**src/rtl/booth_pkg.sv**
```systemverilog
// Shared types and helpers for the sequential radix-2 Booth multiplier.
// BOOTH_UNSIGNED_EN widens the multiplier register by one bit for zero-extended operands.
package booth_pkg;

    typedef enum logic [1:0] {
        IDLE = 2'b00,
        RUN  = 2'b01,
        DONE = 2'b10
    } state_t;

    typedef enum logic [1:0] {
        OP_NOP = 2'b00,
        OP_ADD = 2'b01,
        OP_SUB = 2'b10
    } booth_op_e;

    // {Q[0], q_m1} pairs that need an accumulator update; 00 and 11 are NOP
    localparam logic [1:0] PAIR_ADD = 2'b01;
    localparam logic [1:0] PAIR_SUB = 2'b10;

    function automatic int cnt_width(input int width);
        return $clog2(width + 2);
    endfunction

    function automatic int q_width(input int width);
`ifdef BOOTH_UNSIGNED_EN
        return width + 1;
`else
        return width;
`endif
    endfunction

    function automatic booth_op_e booth_decode(input logic [1:0] pair);
        case (pair)
            PAIR_ADD: return OP_ADD;
            PAIR_SUB: return OP_SUB;
            default:  return OP_NOP;
        endcase
    endfunction

endpackage

```
**src/rtl/booth_radix2_step.sv**
```systemverilog
// One combinational Booth iteration: decode {Q[0],q_m1}, add/sub M into A, arithmetic shift.
// Latency: none (pure combinational); backpressure: n/a.
module booth_radix2_step
    import booth_pkg::*;
#(
    parameter  int WIDTH = 8,
    localparam int QW    = q_width(WIDTH)
)
(
    input  logic [WIDTH:0]  a,
    input  logic [QW-1:0]   q,
    input  logic            q_m1,
    input  logic [WIDTH:0]  m,
    output logic [WIDTH:0]  a_nxt,
    output logic [QW-1:0]   q_nxt,
    output logic            q_m1_nxt
);

    booth_op_e      op;
    logic [WIDTH:0] sum;

    always_comb begin
        op  = booth_decode({q[0], q_m1});
        sum = a;
        case (op)
            OP_ADD:  sum = a + m;
            OP_SUB:  sum = a - m;
            default: sum = a;
        endcase
    end

    assign a_nxt    = {sum[WIDTH], sum[WIDTH:1]};
    assign q_nxt    = {sum[0], q[QW-1:1]};
    assign q_m1_nxt = q[0];

endmodule

```
**src/rtl/booth_seq_multiplier.sv**
```systemverilog
// Sequential radix-2 Booth multiplier, one iteration per clock; BOOTH_UNSIGNED_EN adds is_signed.
// Latency: N+1 edges from accepting start to done (N = WIDTH, or WIDTH+1 with BOOTH_UNSIGNED_EN).
// Backpressure: none; start is only sampled in IDLE/DONE and ignored while busy.
module booth_seq_multiplier
    import booth_pkg::*;
#(
    parameter int WIDTH = 8
)
(
    input  logic                 clock,
    input  logic                 reset,
    input  logic                 start,
    input  logic [WIDTH-1:0]     multiplicand,
    input  logic [WIDTH-1:0]     multiplier,
`ifdef BOOTH_UNSIGNED_EN
    input  logic                 is_signed,
`endif
    output logic [2*WIDTH-1:0]   product,
    output logic                 busy,
    output logic                 done
);

    localparam int             QW       = q_width(WIDTH);
    localparam int             CW       = cnt_width(WIDTH);
    localparam logic [CW-1:0]  N_ITER   = CW'(QW);
    localparam logic [CW-1:0]  CNT_ONE  = CW'(1);

    state_t               state_q, state_d;
    logic [WIDTH:0]       a_q, a_d;
    logic [QW-1:0]        q_q, q_d;
    logic                 q_m1_q, q_m1_d;
    logic [WIDTH:0]       m_q, m_d;
    logic [CW-1:0]        cnt_q, cnt_d;
    logic [2*WIDTH-1:0]   product_q, product_d;

    logic [WIDTH:0]       m_load;
    logic [QW-1:0]        q_load;
    logic [WIDTH:0]       a_nxt;
    logic [QW-1:0]        q_nxt;
    logic                 q_m1_nxt;
    logic [2*WIDTH-1:0]   product_nxt;

    // The extra accumulator bit lets M = -2^(WIDTH-1) be negated exactly
`ifdef BOOTH_UNSIGNED_EN
    assign m_load      = {is_signed & multiplicand[WIDTH-1], multiplicand};
    assign q_load      = {is_signed & multiplier[WIDTH-1], multiplier};
    assign product_nxt = {a_nxt[WIDTH-2:0], q_nxt};
`else
    assign m_load      = {multiplicand[WIDTH-1], multiplicand};
    assign q_load      = multiplier;
    assign product_nxt = {a_nxt[WIDTH-1:0], q_nxt};
`endif

    booth_radix2_step #(.WIDTH(WIDTH)) u_step (
        .a        (a_q),
        .q        (q_q),
        .q_m1     (q_m1_q),
        .m        (m_q),
        .a_nxt    (a_nxt),
        .q_nxt    (q_nxt),
        .q_m1_nxt (q_m1_nxt)
    );

    always_comb begin
        state_d   = state_q;
        a_d       = a_q;
        q_d       = q_q;
        q_m1_d    = q_m1_q;
        m_d       = m_q;
        cnt_d     = cnt_q;
        product_d = product_q;
        case (state_q)
            IDLE, DONE: begin
                if (start) begin
                    a_d     = '0;
                    q_d     = q_load;
                    q_m1_d  = 1'b0;
                    m_d     = m_load;
                    cnt_d   = N_ITER;
                    state_d = RUN;
                end else begin
                    state_d = IDLE;
                end
            end
            RUN: begin
                a_d    = a_nxt;
                q_d    = q_nxt;
                q_m1_d = q_m1_nxt;
                cnt_d  = cnt_q - CNT_ONE;
                if (cnt_q == CNT_ONE) begin
                    product_d = product_nxt;
                    state_d   = DONE;
                end
            end
            default: state_d = IDLE;
        endcase
    end

    always_ff @(posedge clock) begin
        if (reset) begin
            state_q   <= IDLE;
            a_q       <= '0;
            q_q       <= '0;
            q_m1_q    <= 1'b0;
            m_q       <= '0;
            cnt_q     <= '0;
            product_q <= '0;
        end else begin
            state_q   <= state_d;
            a_q       <= a_d;
            q_q       <= q_d;
            q_m1_q    <= q_m1_d;
            m_q       <= m_d;
            cnt_q     <= cnt_d;
            product_q <= product_d;
        end
    end

    assign product = product_q;
    assign busy    = (state_q == RUN);
    assign done    = (state_q == DONE);

endmodule

```
**config.mk**
```make
export PLATFORM = sky130hd
export DESIGN_NAME = booth_seq_multiplier
export DESIGN_NICKNAME = d
export VERILOG_FILES = /design/src/rtl/booth_pkg.sv /design/src/rtl/booth_radix2_step.sv /design/src/rtl/booth_seq_multiplier.sv
export SDC_FILE = /design/constraint.sdc
export NUM_CORES = 1
export LEC_CHECK = 0
export CORE_MARGIN = 4
export CORE_UTILIZATION = 35
export CTS_BUF_LIST = sky130_fd_sc_hd__clkbuf_8
export DETAILED_ROUTE_END_ITERATION = 12
export HOLD_SLACK_MARGIN = 0.15
export PLACE_DENSITY = 0.53
export SYNTH_ARGS = -nofsm -noshare
export SYNTH_HDL_FRONTEND = slang
export SYNTH_SLANG_ARGS = --single-unit
```
**constraint.sdc**
```tcl
create_clock -name clock -period 3.6 [get_ports clock]
set_input_delay 0.36 -clock clock [delete_from_list [all_inputs] [get_ports clock]]
set_output_delay 0.36 -clock clock [all_outputs]
set_load 0.1 [all_outputs]
```
==> impl_metrics.toml <==
[synthesis]
syn_nets = 323
async_flop_share = 0
synth-edff-count = 0
ys_warn_count = 0
synth_area_leader_cell = "dfxtp_1"
synth_area_leaders = "dfxtp_1 41%, a21oi_1 9.1%, nand2_1 8.7%"
ys_seq_area_frac = 0.405
synth_top_area_frac = 0.405
synth_seq_cells = 47
syn_inst = 291
yosysMostFrequentCell = "nand2_1"
avgSynthCellArea_um2 = 7.98
yosys_most_used_dff = "dfxtp_1"
synthTopCellsByCount = "54 x nand2_1, 47 x dfxtp_1, 42 x a21oi_1"
synth_cell_types = 32
syn-cell-area_um2 = 2320

[worst_setup_path]
start_kind = "register"
cp_max_fo = 5
crit_top_cell = "ha_1"
crit_slowest_cell = "dfxtp_1"
cp_cell_sequence = "inv_1 > ha_1 > mux2i_1 > ha_1 > nor2b_1 > o31a_1 > o21a_1 > o21ai_1 > or3b_1 > a311oi_1"
reg2reg_depth = 10
cp-end-kind = "register"
critPathMaxStageDelay_ps = 440
critPathKind = "reg2reg"
worstPathArrival_ps = 2970
required_ps = 3800

[power_and_ir_drop]
intPower_w = 0.000900
p_leak_nw = 1.03
p_sw_frac = 0.297
power_frac_seq = 0.442
p_per_area_nw_per_um2 = 450
power_frac_comb = 0.245
power_switching_w = 0.000380
p_clk_frac = 0.312
peakVddDrop_uv = 222

[timing]
fmax_ghz = 0.361
slew_violations = 0
tns_ps = 0
tightest_slew_ps = 977
finalCriticalPeriod_ps = 2770
rsz0062_at_grt = "false"
finalClockSkew_ps = 7.26
setup_viol = 0
hold_viol_final = 0
timing.final.crit_share = 0.770
slew_headroom = 0.347

[die]
rows = 29
die_w_um = 89.4
initial_core_util = 0.363
die-area_um2 = 8000
ios = 37
core_area_um2 = 6390
die_h_um = 89.4

[global_routing]
grt_pass1_vias = 1924
antenna_found_initial = 0
overflow = 0
grt_max_degree = 33
grt_pass1_wl_um = 9050
track_usage = 0.145

[cts]
cts_resized = 0
htreeDepth = 2
clock_path_buffers = 2
holdBufCountCts = 0
insertion_delay_ps = 290
cts-root-buf = "clkbuf_8"
cts_buffers = 5
clock-sinks = 47
tritoncts = "done"
cts_setup_buffers = 0
clkTransAtPathRegs_ps = 90

[routing]
first_pass_iters = 4
wl_per_cell_um = 13.2
drt_iter0_markers = 90
detail-route-antenna-nets = 0
drc = 0
vias_per_cell = 5.08
vias = 2031
routed_wl_um = 5290

[job]
drv_cap = 0

[place]
port_buffers = 36
dp_hpwl_um = 3840
dp_cells = 392
place.gp.congestion = 0.781

[final_layout]
layout-drive-gt1-share = 0.0464
instances_no_fill = 400
n_antenna_cell = 0
layout.nets = 354
syn_to_final_growth_pct = 22.4

[status]
outcome = "finished clean"

[min_path]
hold_depth = 2
hp-class = "reg2reg"
[worst max-delay path, delay by kind of cell (launching register included)]
| kind | cells | cell delay (ps) |
|---|---|---|
| AO/OA/AOI/OAI | 4 | 840 |
| adder cells (fa/ha/maj) | 2 | 570 |
| buffers and inverters | 1 | 90 |
| flip-flops | 1 | 440 |
| multiplexers | 1 | 230 |
| AND/OR/NAND/NOR | 2 | 500 |
[per-layer routing]
layer / GRT usage / vias to the layer above / routed length [µm]
met5: 0 / - / 0
met4: 0.0365 / 0 / 42
met3: 0.0276 / 5 / 155
met2: 0.231 / 26 / 2420
met1: 0.201 / 940 / 2670
li1: - / 1060 / -
[cells in the final DEF, fill, tap and decap left out, types with 2 or more instances in the layout]
cell type	count
a211oi_1	8
o211ai_1	3
a311oi_1	2
o21a_1	4
xor2_1	2
nor2b_1	3
clkdlybuf4s50_1	35
xnor2_1	10
ha_1	12
o21ai_0	9
nand3_1	3
nand2b_1	6
clkbuf_8	6
inv_1	9
a31oi_1	2
a21oi_1	42
buf_4	6
mux2i_1	3
a22oi_1	11
nand2_1	54
dfxtp_1	47
nor3_1	8
nor2_1	29
[worst paths after layout]
| kind | startpoint | endpoint | slack (ps) |
|---|---|---|---|
| worst min-delay path | product[13] | product[13] | 450 |
| worst min register to register | product[13] | product[13] | 450 |
| worst max-delay path | m_q[0] | a_q[4] | 830 |
| worst max register to register | m_q[0] | a_q[4] | 830 |
[final cells by class]
type | count | area [µm²]
timing repair buffer | 41 | 395
inverter | 9 | 33.8
tap | 77 | 96.3
sequential | 47 | 941
fill | 683 | 3540
multi-input combinational | 218 | 1260
clock buffer | 6 | 82.6
clock inverter | 2 | 35.0
[sequential cells by signal, summed over array words and instances, names as in the netlist]
register,count
product,16
state_q,2
cnt_q,4
q_m1_q,1
a_q,8
q_q,8
m_q,8
[logic make-up after synthesis]
group,Yosys count,share of synthesized area
and+or+nand+nor,106,0.194
adders and majority gates,13,0.0733
xor gates and xnor gates,12,0.0453
muxes,3,0.0129
AOI/OAI and AO/OA,84,0.216
DFF,47,0.405
buffers and inverters,26,0.0528
[stage by stage]
| step | hold slack (ps) | cell area, µm² | power (W) | util | worst slack, ps |
|---|---|---|---|---|---|
| floorplan | 444 | 2320 | 0.000819 | - | 989 |
| global placement | 442 | 2720 | 0.000895 | 0.427 | 938 |
| detailed placement | 445 | 2720 | 0.000894 | 0.427 | 876 |
| CTS | 458 | 2840 | 0.00130 | 0.445 | 850 |
| global route | 487 | 2840 | 0.00136 | 0.445 | 614 |
| finish | 454 | 2840 | 0.00128 | 0.445 | 829 |
[power groups by stage]
stage | Combinational [W] | Sequential, W | Clock, W
floorplan | 0.000229 | 0.000590 | 0
global placement | 0.000317 | 0.000578 | 0
detailed placement | 0.000315 | 0.000578 | 0
CTS | 0.000317 | 0.000566 | 0.000412
global route | 0.000355 | 0.000570 | 0.000437
finish | 0.000314 | 0.000566 | 0.000400
Power figures use the tool's default switching activity.
